`config.mk`:
```
export PLATFORM = sky130hd
export DESIGN_NAME = usrdemux_pkt_flat
export DESIGN_NICKNAME = d
export VERILOG_FILES = /design/src/rtl/usrdemux_pkg.sv /design/src/rtl/usrdemux_pkt_if.sv /design/src/rtl/usrdemux_oreg.sv /design/src/rtl/usrdemux_pkt.sv /design/src/flat_wrapper.sv
export SDC_FILE = /design/constraint.sdc
export NUM_CORES = 1
export LEC_CHECK = 0
export CORE_ASPECT_RATIO = 0.8
export CORE_MARGIN = 2
export CORE_UTILIZATION = 55
export DETAILED_ROUTE_END_ITERATION = 12
export DONT_BUFFER_PORTS = 1
export PLACE_DENSITY = 0.8
export SYNTH_ARGS = -nofsm -noshare
export SYNTH_HDL_FRONTEND = slang
export SYNTH_SLANG_ARGS = --single-unit
export TNS_END_PERCENT = 30
```
`constraint.sdc`:
```
create_clock -name clk -period 3.8 [get_ports clk]
set_input_delay 0.95 -clock clk [delete_from_list [all_inputs] [get_ports clk]]
set_output_delay 0.95 -clock clk [all_outputs]
set_load 0.02 [all_outputs]
```
`src/rtl/usrdemux_pkg.sv`:
```
// usrdemux_pkg: shared types and constants for the packet demultiplexer.
//   state_t  - lock state of the dispatch FSM (IDLE, LOCK1, LOCK2)
//   SEL_O1   - usrdemux_sel value that steers a packet to output 1
//   SEL_O2   - usrdemux_sel value that steers a packet to output 2
package usrdemux_pkg;

  typedef enum logic [1:0] {
    IDLE  = 2'd0,
    LOCK1 = 2'd1,
    LOCK2 = 2'd2
  } state_t;

  localparam logic SEL_O1 = 1'b0;
  localparam logic SEL_O2 = 1'b1;

endpackage

```
`src/rtl/usrdemux_pkt_if.sv`:
```
// usrdemux_pkt_if: one valid/ready beat stream with a packet-end flag.
//   valid - beat valid (source to sink)
//   ready - sink can take the beat (sink to source)
//   data  - WIDTH-bit beat payload
//   last  - final beat of the packet
// master = stream source, slave = stream sink.
interface usrdemux_pkt_if #(
  parameter int WIDTH = 64
);
  logic             valid;
  logic             ready;
  logic [WIDTH-1:0] data;
  logic             last;

  modport master (output valid, output data, output last, input ready);
  modport slave  (input valid, input data, input last, output ready);
endinterface

```
`src/rtl/usrdemux_oreg.sv`:
```
// usrdemux_oreg: one-entry registered output stage with a delivered-packet
// counter.
//   clk, rst   - clock, synchronous active-high reset
//   load       - a beat is accepted for this output on this edge
//   load_data  - beat payload to capture
//   load_last  - packet-end flag to capture
//   m          - registered output stream (master side)
//   can_load   - register is empty or draining this cycle
//   pkt_cnt    - packets whose last beat has left this output (wraps)
module usrdemux_oreg
  import usrdemux_pkg::*;
#(
  parameter int WIDTH = 64,
  parameter int CNT_W = 16
) (
  input  logic                 clk,
  input  logic                 rst,
  input  logic                 load,
  input  logic [WIDTH-1:0]     load_data,
  input  logic                 load_last,
  usrdemux_pkt_if.master       m,
  output logic                 can_load,
  output logic [CNT_W-1:0]     pkt_cnt
);

  logic             valid_r;
  logic [WIDTH-1:0] data_r;
  logic             last_r;
  logic [CNT_W-1:0] cnt_r;
  logic             handshake_s;

  assign handshake_s = valid_r & m.ready;
  assign can_load    = ~valid_r | m.ready;

  // Output register and counter; a new load takes priority over draining,
  // and the counter looks at the beat that is leaving, not the one arriving.
  always_ff @(posedge clk) begin
    if (rst) begin
      valid_r <= 1'b0;
      data_r  <= '0;
      last_r  <= 1'b0;
      cnt_r   <= '0;
    end else begin
      if (load) begin
        valid_r <= 1'b1;
        data_r  <= load_data;
        last_r  <= load_last;
      end else if (handshake_s) begin
        valid_r <= 1'b0;
      end
      if (handshake_s && last_r) begin
        cnt_r <= cnt_r + {{(CNT_W-1){1'b0}}, 1'b1};
      end
    end
  end

  assign m.valid = valid_r;
  assign m.data  = data_r;
  assign m.last  = last_r;
  assign pkt_cnt = cnt_r;

endmodule

```
`src/rtl/usrdemux_pkt.sv`:
```
// usrdemux_pkt: packet-aware 1-to-2 stream demultiplexer.
//   clk, rst      - clock, synchronous active-high reset
//   usrdemux_sel  - route request, sampled on a packet's first beat only
//   s             - input stream (slave side)
//   o1, o2        - registered output streams (master side), 1-cycle latency
//   pkt_cnt1/2    - packets fully delivered on each output (wrap)
//   busy          - packet in progress or either output holds a beat
module usrdemux_pkt
  import usrdemux_pkg::*;
#(
  parameter int WIDTH = 64,
  parameter int CNT_W = 16
) (
  input  logic             clk,
  input  logic             rst,
  input  logic             usrdemux_sel,
  usrdemux_pkt_if.slave    s,
  usrdemux_pkt_if.master   o1,
  usrdemux_pkt_if.master   o2,
  output logic [CNT_W-1:0] pkt_cnt1,
  output logic [CNT_W-1:0] pkt_cnt2,
  output logic             busy
);

  state_t state_r;
  state_t state_nxt_s;
  logic   tgt_s;
  logic   can1_s;
  logic   can2_s;
  logic   s_ready_s;
  logic   accept_s;
  logic   load1_s;
  logic   load2_s;

  // Lock state register.
  always_ff @(posedge clk) begin
    if (rst) begin
      state_r <= IDLE;
    end else begin
      state_r <= state_nxt_s;
    end
  end

  // Target decode, input ready and next state. Ready is derived from the
  // target alone so it never waits on s.valid.
  always_comb begin
    tgt_s       = SEL_O1;
    state_nxt_s = state_r;
    case (state_r)
      IDLE:    tgt_s = usrdemux_sel;
      LOCK1:   tgt_s = SEL_O1;
      LOCK2:   tgt_s = SEL_O2;
      default: tgt_s = SEL_O1;
    endcase
    s_ready_s = (tgt_s == SEL_O2) ? can2_s : can1_s;
    accept_s  = s.valid & s_ready_s;
    if (accept_s) begin
      if (s.last) begin
        state_nxt_s = IDLE;
      end else begin
        state_nxt_s = (tgt_s == SEL_O2) ? LOCK2 : LOCK1;
      end
    end else begin
      state_nxt_s = state_r;
    end
  end

  assign load1_s = accept_s & (tgt_s == SEL_O1);
  assign load2_s = accept_s & (tgt_s == SEL_O2);
  assign s.ready = s_ready_s;

  usrdemux_oreg #(.WIDTH(WIDTH), .CNT_W(CNT_W)) u_oreg1 (
    .clk       (clk),
    .rst       (rst),
    .load      (load1_s),
    .load_data (s.data),
    .load_last (s.last),
    .m         (o1),
    .can_load  (can1_s),
    .pkt_cnt   (pkt_cnt1)
  );

  usrdemux_oreg #(.WIDTH(WIDTH), .CNT_W(CNT_W)) u_oreg2 (
    .clk       (clk),
    .rst       (rst),
    .load      (load2_s),
    .load_data (s.data),
    .load_last (s.last),
    .m         (o2),
    .can_load  (can2_s),
    .pkt_cnt   (pkt_cnt2)
  );

  assign busy = (state_r != IDLE) | o1.valid | o2.valid;

endmodule

```
`src/flat_wrapper.sv`:
```
// flat-port wrapper written by rule: the top's interface ports become plain ports
module usrdemux_pkt_flat import usrdemux_pkg::*;
#(
  parameter int WIDTH = 64,
  parameter int CNT_W = 16
)
  (clk, rst, usrdemux_sel, pkt_cnt1, pkt_cnt2, busy, s_valid, s_data, s_last, s_ready, o1_valid, o1_data, o1_last, o1_ready, o2_valid, o2_data, o2_last, o2_ready);
  usrdemux_pkt_if #(.WIDTH(WIDTH)) s_i ();
  usrdemux_pkt_if #(.WIDTH(WIDTH)) o1_i ();
  usrdemux_pkt_if #(.WIDTH(WIDTH)) o2_i ();
  input  logic clk;
  input  logic rst;
  input  logic usrdemux_sel;
  output logic [CNT_W-1:0] pkt_cnt1;
  output logic [CNT_W-1:0] pkt_cnt2;
  output logic busy;
  input wire logic [$bits(s_i.valid)-1:0] s_valid;
  input wire logic [$bits(s_i.data)-1:0] s_data;
  input wire logic [$bits(s_i.last)-1:0] s_last;
  output wire logic [$bits(s_i.ready)-1:0] s_ready;
  output wire logic [$bits(o1_i.valid)-1:0] o1_valid;
  output wire logic [$bits(o1_i.data)-1:0] o1_data;
  output wire logic [$bits(o1_i.last)-1:0] o1_last;
  input wire logic [$bits(o1_i.ready)-1:0] o1_ready;
  output wire logic [$bits(o2_i.valid)-1:0] o2_valid;
  output wire logic [$bits(o2_i.data)-1:0] o2_data;
  output wire logic [$bits(o2_i.last)-1:0] o2_last;
  input wire logic [$bits(o2_i.ready)-1:0] o2_ready;
  assign s_i.valid = s_valid;
  assign s_i.data = s_data;
  assign s_i.last = s_last;
  assign s_ready = s_i.ready;
  assign o1_valid = o1_i.valid;
  assign o1_data = o1_i.data;
  assign o1_last = o1_i.last;
  assign o1_i.ready = o1_ready;
  assign o2_valid = o2_i.valid;
  assign o2_data = o2_i.data;
  assign o2_last = o2_i.last;
  assign o2_i.ready = o2_ready;
  usrdemux_pkt #(.WIDTH(WIDTH), .CNT_W(CNT_W)) u_core (.clk(clk), .rst(rst), .usrdemux_sel(usrdemux_sel), .s(s_i), .o1(o1_i), .o2(o2_i), .pkt_cnt1(pkt_cnt1), .pkt_cnt2(pkt_cnt2), .busy(busy));
endmodule
```
### Yosys cells after proc, flatten, opt, wreduce, memory -nomap -nowiden

Cells that the tools add are included.

* bits in registers: 166
* output and inout port bits: 166
* word-level logic and storage cells: 38

* add/sub/neg operators: 2
* equality and inequality tests: 1
* mux-type cells: 8
* bitwise logic cells: 12
* reduce and logical (&&, ||, !) cells: 6

Operator list (count)
* adder 16 x 1 -> 16 bit (second input constant): 2
* nonzero test 2 bit: 3
* bitwise AND 1 bit: 5
* two-way mux 1 bit: 5
* two-way mux 2 bit: 2
* bitwise OR 1 bit: 4
* NOT 1 bit: 3
* equality test 2 bit (second input constant): 1
* logical AND 1 bit: 2
* logical NOT 2 bit: 1
* case mux 1 bit (2 select lines): 1

### Longest topological paths before layout

* depth after elaboration: 6
* gate-level depth with buffers: 7
* gate-level depth less buffers: 5

### Modules after synthesis

A second synthesis with hierarchy kept.

* cells, all modules: 617
* area total of the unflattened synthesis: 6262.3 µm²

Modules (own cells, without submodules)
* usrdemux_oreg: instances 2, cells an instance 299, area each 3052.9 µm², seq. area each 1641.6 µm²
* usrdemux_pkt: instances 1, cells an instance 19, area each 156.4 µm², seq. area each 40.0 µm²

### Least setup slack after synthesis

Ideal clock, no wire load.

* path kind: input to output
* from: in usrdemux_sel
* to: out s_ready
* data arrival time: 1.505 ns
* data required time: 2.850 ns
* slack: 1.345 ns
* stages: 2
* buffers on the path: 0
* path through: o21ba_2 > mux2_2

* cells in the longest elaborated chain, start to end: 2

RTL lines
* start: declaration: RTL line flat_wrapper.sv:13 `input logic usrdemux_sel;`
* case mux 1 bit (2 select lines): RTL line usrdemux_pkt.sv:49 `case (state_r)`
* two-way mux 1 bit: RTL line usrdemux_pkt.sv:55 `s_ready_s = (tgt_s == SEL_O2) ? can2_s : can1_s;`
* end: declaration: RTL line flat_wrapper.sv:20 `output wire logic [$bits(s_i.ready)-1:0] s_ready;`

No other way between the ends.

### Final worst setup path

Ends and elaborated chain as after synthesis.

==> results.sh <==
export IMPL_finalCritPeriodShare=0.662
export IMPL_post_route_cell_area_sq_um=6680
export IMPL_cp_slowest_cell="mux2_2"
export IMPL_p_total_mw=3.85
export IMPL_period_needed_ns=2.51
export IMPL_hold_class="flip-flop to flip-flop"
export IMPL_setup_violations=0
export IMPL_intPower_mw=2.89
export IMPL_routed_wl_um=15300
export IMPL_maxCapViolCount=0
export IMPL_crit_family="multiplexers"
export IMPL_cts_hold_buf=0
export IMPL_worstPathArrival_ns=1.56
export IMPL_switching_power_uw=963
export IMPL_antenna_found_initial=0
export IMPL_io_buffers=0
export IMPL_vias=5149
export IMPL_post_cts_resized=0
export IMPL_timing_setup_tns_ns=0
export IMPL_cts_root_buf="clkbuf_16"
export IMPL_pin_count=237
export IMPL_critPathBufInv=0
export IMPL_crit_fanout=7
export IMPL_syn_inst=756
export IMPL_end_kind="output port"
export IMPL_ys_warn_count=0
export IMPL_grt_ovfl_total=0
export IMPL_path_cells="o21ba_2, mux2_2"
export IMPL_syn_nets=829
export IMPL_status="finished clean"
export IMPL_reg2reg_slack_ns=1.56
export IMPL_diodes=0
export IMPL_critPathLaunchType="input port"
export IMPL_peakVddDrop_v=0.000413
export IMPL_drc=0
export IMPL_slew_violations=0
export IMPL_grt_first_pass_wirelength_um=24700
export IMPL_rsz0062_at_grt="no"
export IMPL_combPwrFrac=0.048
export IMPL_start_util=0.560
export IMPL_cts_sinks=166
export IMPL_die_width_um=121
export IMPL_cts_setup_buffers=0
export IMPL_syn_to_final_growth_pct=10.6
export IMPL_yosysSeqAreaShare=0.550
export IMPL_timing_fmax_mhz=398
export IMPL_final_antenna_net_count=0
export IMPL_path_class="input port to output port"
export IMPL_fp_dieH_um=97.8
export IMPL_grt_pass1_vias=5089
export IMPL_wl_per_cell_um=17.2
export IMPL_coreArea_sq_um=10800
export IMPL_gp_congestion=0.844
export IMPL_clock_skew_ns=0.0120
export IMPL_synth_seq_cells=166
export IMPL_required_ns=2.85
export IMPL_placed_cell_area_sq_um=6090
export IMPL_grt_util_all_layers=0.258
export IMPL_grt_max_degree=167
export IMPL_syn_area_per_cell_sq_um=8.00
export IMPL_ys_types=35
export IMPL_clkPwrFrac=0.440
export IMPL_slowest_delay_ns=0.42
export IMPL_dp_hpwl_um=10400
export IMPL_rows=34
export IMPL_drtPass1Iterations=5
export IMPL_clk_pin_slew_ns=0.06
export IMPL_post_route_util=0.619
export IMPL_nets=804
export IMPL_cts_buffer_depth=2
export IMPL_cts_tree="built"
export IMPL_tightestPinTransition_ns=0.923
export IMPL_fillers=947
export IMPL_leakage_nw=2.33
export IMPL_die_area_sq_um=11900
export IMPL_p_sw_frac=0.250
export IMPL_cts_made_buffers=17
export IMPL_routed_via_density=5.80
export IMPL_htreeDepth=4
export IMPL_power_density_nw_per_um2=577
export IMPL_seqPwrFrac=0.512
export IMPL_synth_cell_area_sq_um=6050
export IMPL_drive_gt1_frac=0.0673
export IMPL_max_slew_margin_rel=0.384
export IMPL_layoutNonFillerInstCount=887
export IMPL_hold_viol=0
export IMPL_worst_skew_pair_late_latency_ns=0.41
export IMPL_initialDrtViolationCount=303
export IMPL_placedCellCount=856
## sequential cells by signal, indices dropped and copies added (netlist names)
| signal | flops |
|---|---|
| u_core.u_oreg1.m.data | 64 |
| u_core.u_oreg2.m.data | 64 |
| u_core.u_oreg1.pkt_cnt | 16 |
| u_core.u_oreg2.pkt_cnt | 16 |
| u_core.state_r | 2 |
| u_core.u_oreg1.m.last | 1 |
| u_core.u_oreg1.m.valid | 1 |
| u_core.u_oreg2.m.last | 1 |
| u_core.u_oreg2.m.valid | 1 |
## synthesized netlist by cell type
library cell,n,share of area
buf_1,9,0.0056
and4_2,1,0.0017
a21oi_1,145,0.12
nor2b_1,2,0.0021
ha_1,2,0.0041
nand4b_1,2,0.0029
inv_1,2,0.0012
clkbuf_1,38,0.024
buf_2,2,0.0017
or4_1,5,0.0062
o31ai_1,3,0.0037
nand2_1,277,0.17
xnor2_1,10,0.014
nand4_2,1,0.0021
nor3_1,6,0.0050
or4_4,1,0.0019
and4_1,2,0.0029
o21ba_2,1,0.0017
or2_2,1,0.0010
o21a_1,1,0.0012
or3_2,2,0.0025
or3_1,6,0.0062
nand2b_1,2,0.0021
nand4_1,8,0.0083
mux2_2,2,0.0037
nor4_1,3,0.0031
dfxtp_1,166,0.55
mux2i_1,1,0.0017
nand3_1,10,0.0083
and3_2,1,0.0012
xor2_1,8,0.012
o21ai_0,10,0.0083
and3_1,4,0.0041
nor2_1,21,0.013
a22oi_1,1,0.0012
## final cells by class
| type | count | area [sq um] | share of cell area |
|---|---|---|---|
| inverters | 2 | 7.51 | 0.00112 |
| clock inverters | 12 | 141 | 0.0212 |
| well taps | 144 | 180 | 0.0270 |
| flip-flops and latches | 166 | 3320 | 0.497 |
| clock buffers | 19 | 453 | 0.0678 |
| repair buffers | 5 | 37.5 | 0.00562 |
| multi-input cells | 539 | 2540 | 0.380 |
## worst paths after layout
kind / from / to / depth (start not counted)
max: usrdemux_sel / s_ready / 2
min: u_core.state_r[1] / u_core.state_r[1] / 2
max reg2reg: u_core.u_oreg2.m.valid / u_core.u_oreg2.m.data[20] / 5
min reg2reg: u_core.state_r[1] / u_core.state_r[1] / 2
## cells by family after synthesis
| family | after synthesis | share of synthesized area |
|---|---|---|
| and+or+nand+nor | 355 | 0.246 |
| buffers and inverters | 51 | 0.0321 |
| AOI/OAI and AO/OA | 161 | 0.136 |
| adders and majority gates | 2 | 0.00414 |
| DFF | 166 | 0.550 |
| muxes | 3 | 0.00538 |
| xor gates and xnor gates | 18 | 0.0261 |
## worst reg2reg max path: stages, from the launching register on
cell      delay [ns]
dfxtp_1         0.43
nand2b_1        0.25
nand3_2         0.73
buf_4           0.53
nand2_1         0.11
a21oi_1         0.08
## cell usage in the layout, fill, tap and decap left out, drive strengths merged, types with 6 or more instances in the layout
master	Yosys	final
a21oi	145	145
xor2	8	8
nand2	277	277
dfxtp	166	166
nand3	10	10
or3	8	8
or4	6	6
nand4	9	9
nor2	21	21
o21ai	10	10
inv	2	6
xnor2	10	10
nor3	6	6
clkbuf	38	19
## layer usage
metal | track usage | routed length [um] | vias to the layer above | share of wire
li1 | - | - | 2443 | -
met1 | 0.291 | 5920 | 2421 | 0.39
met2 | 0.435 | 7370 | 248 | 0.48
met3 | 0.107 | 1610 | 37 | 0.11
met4 | 0.0981 | 387 | 0 | 0.025
met5 | 0 | 0 | - | 0
## power by group through the flow
stage / Sequential, mW / Combinational [mW] / Clock (mW)
floorplan: 1.99 / 0.172 / 0
global placement: 2.01 / 0.175 / 0
detailed placement: 2.01 / 0.187 / 0
CTS: 1.97 / 0.187 / 1.72
global route: 1.98 / 0.213 / 1.80
finish: 1.97 / 0.185 / 1.70
## per-stage QoR
step	setup slack, ns	hold slack, ns
floorplan	1.34	0.498
global placement	1.15	0.528
detailed placement	1.05	0.543
CTS	1.26	0.551
global route	1.22	0.572
finish	1.29	0.554
Note: power is estimated with default switching activity, not from simulation.
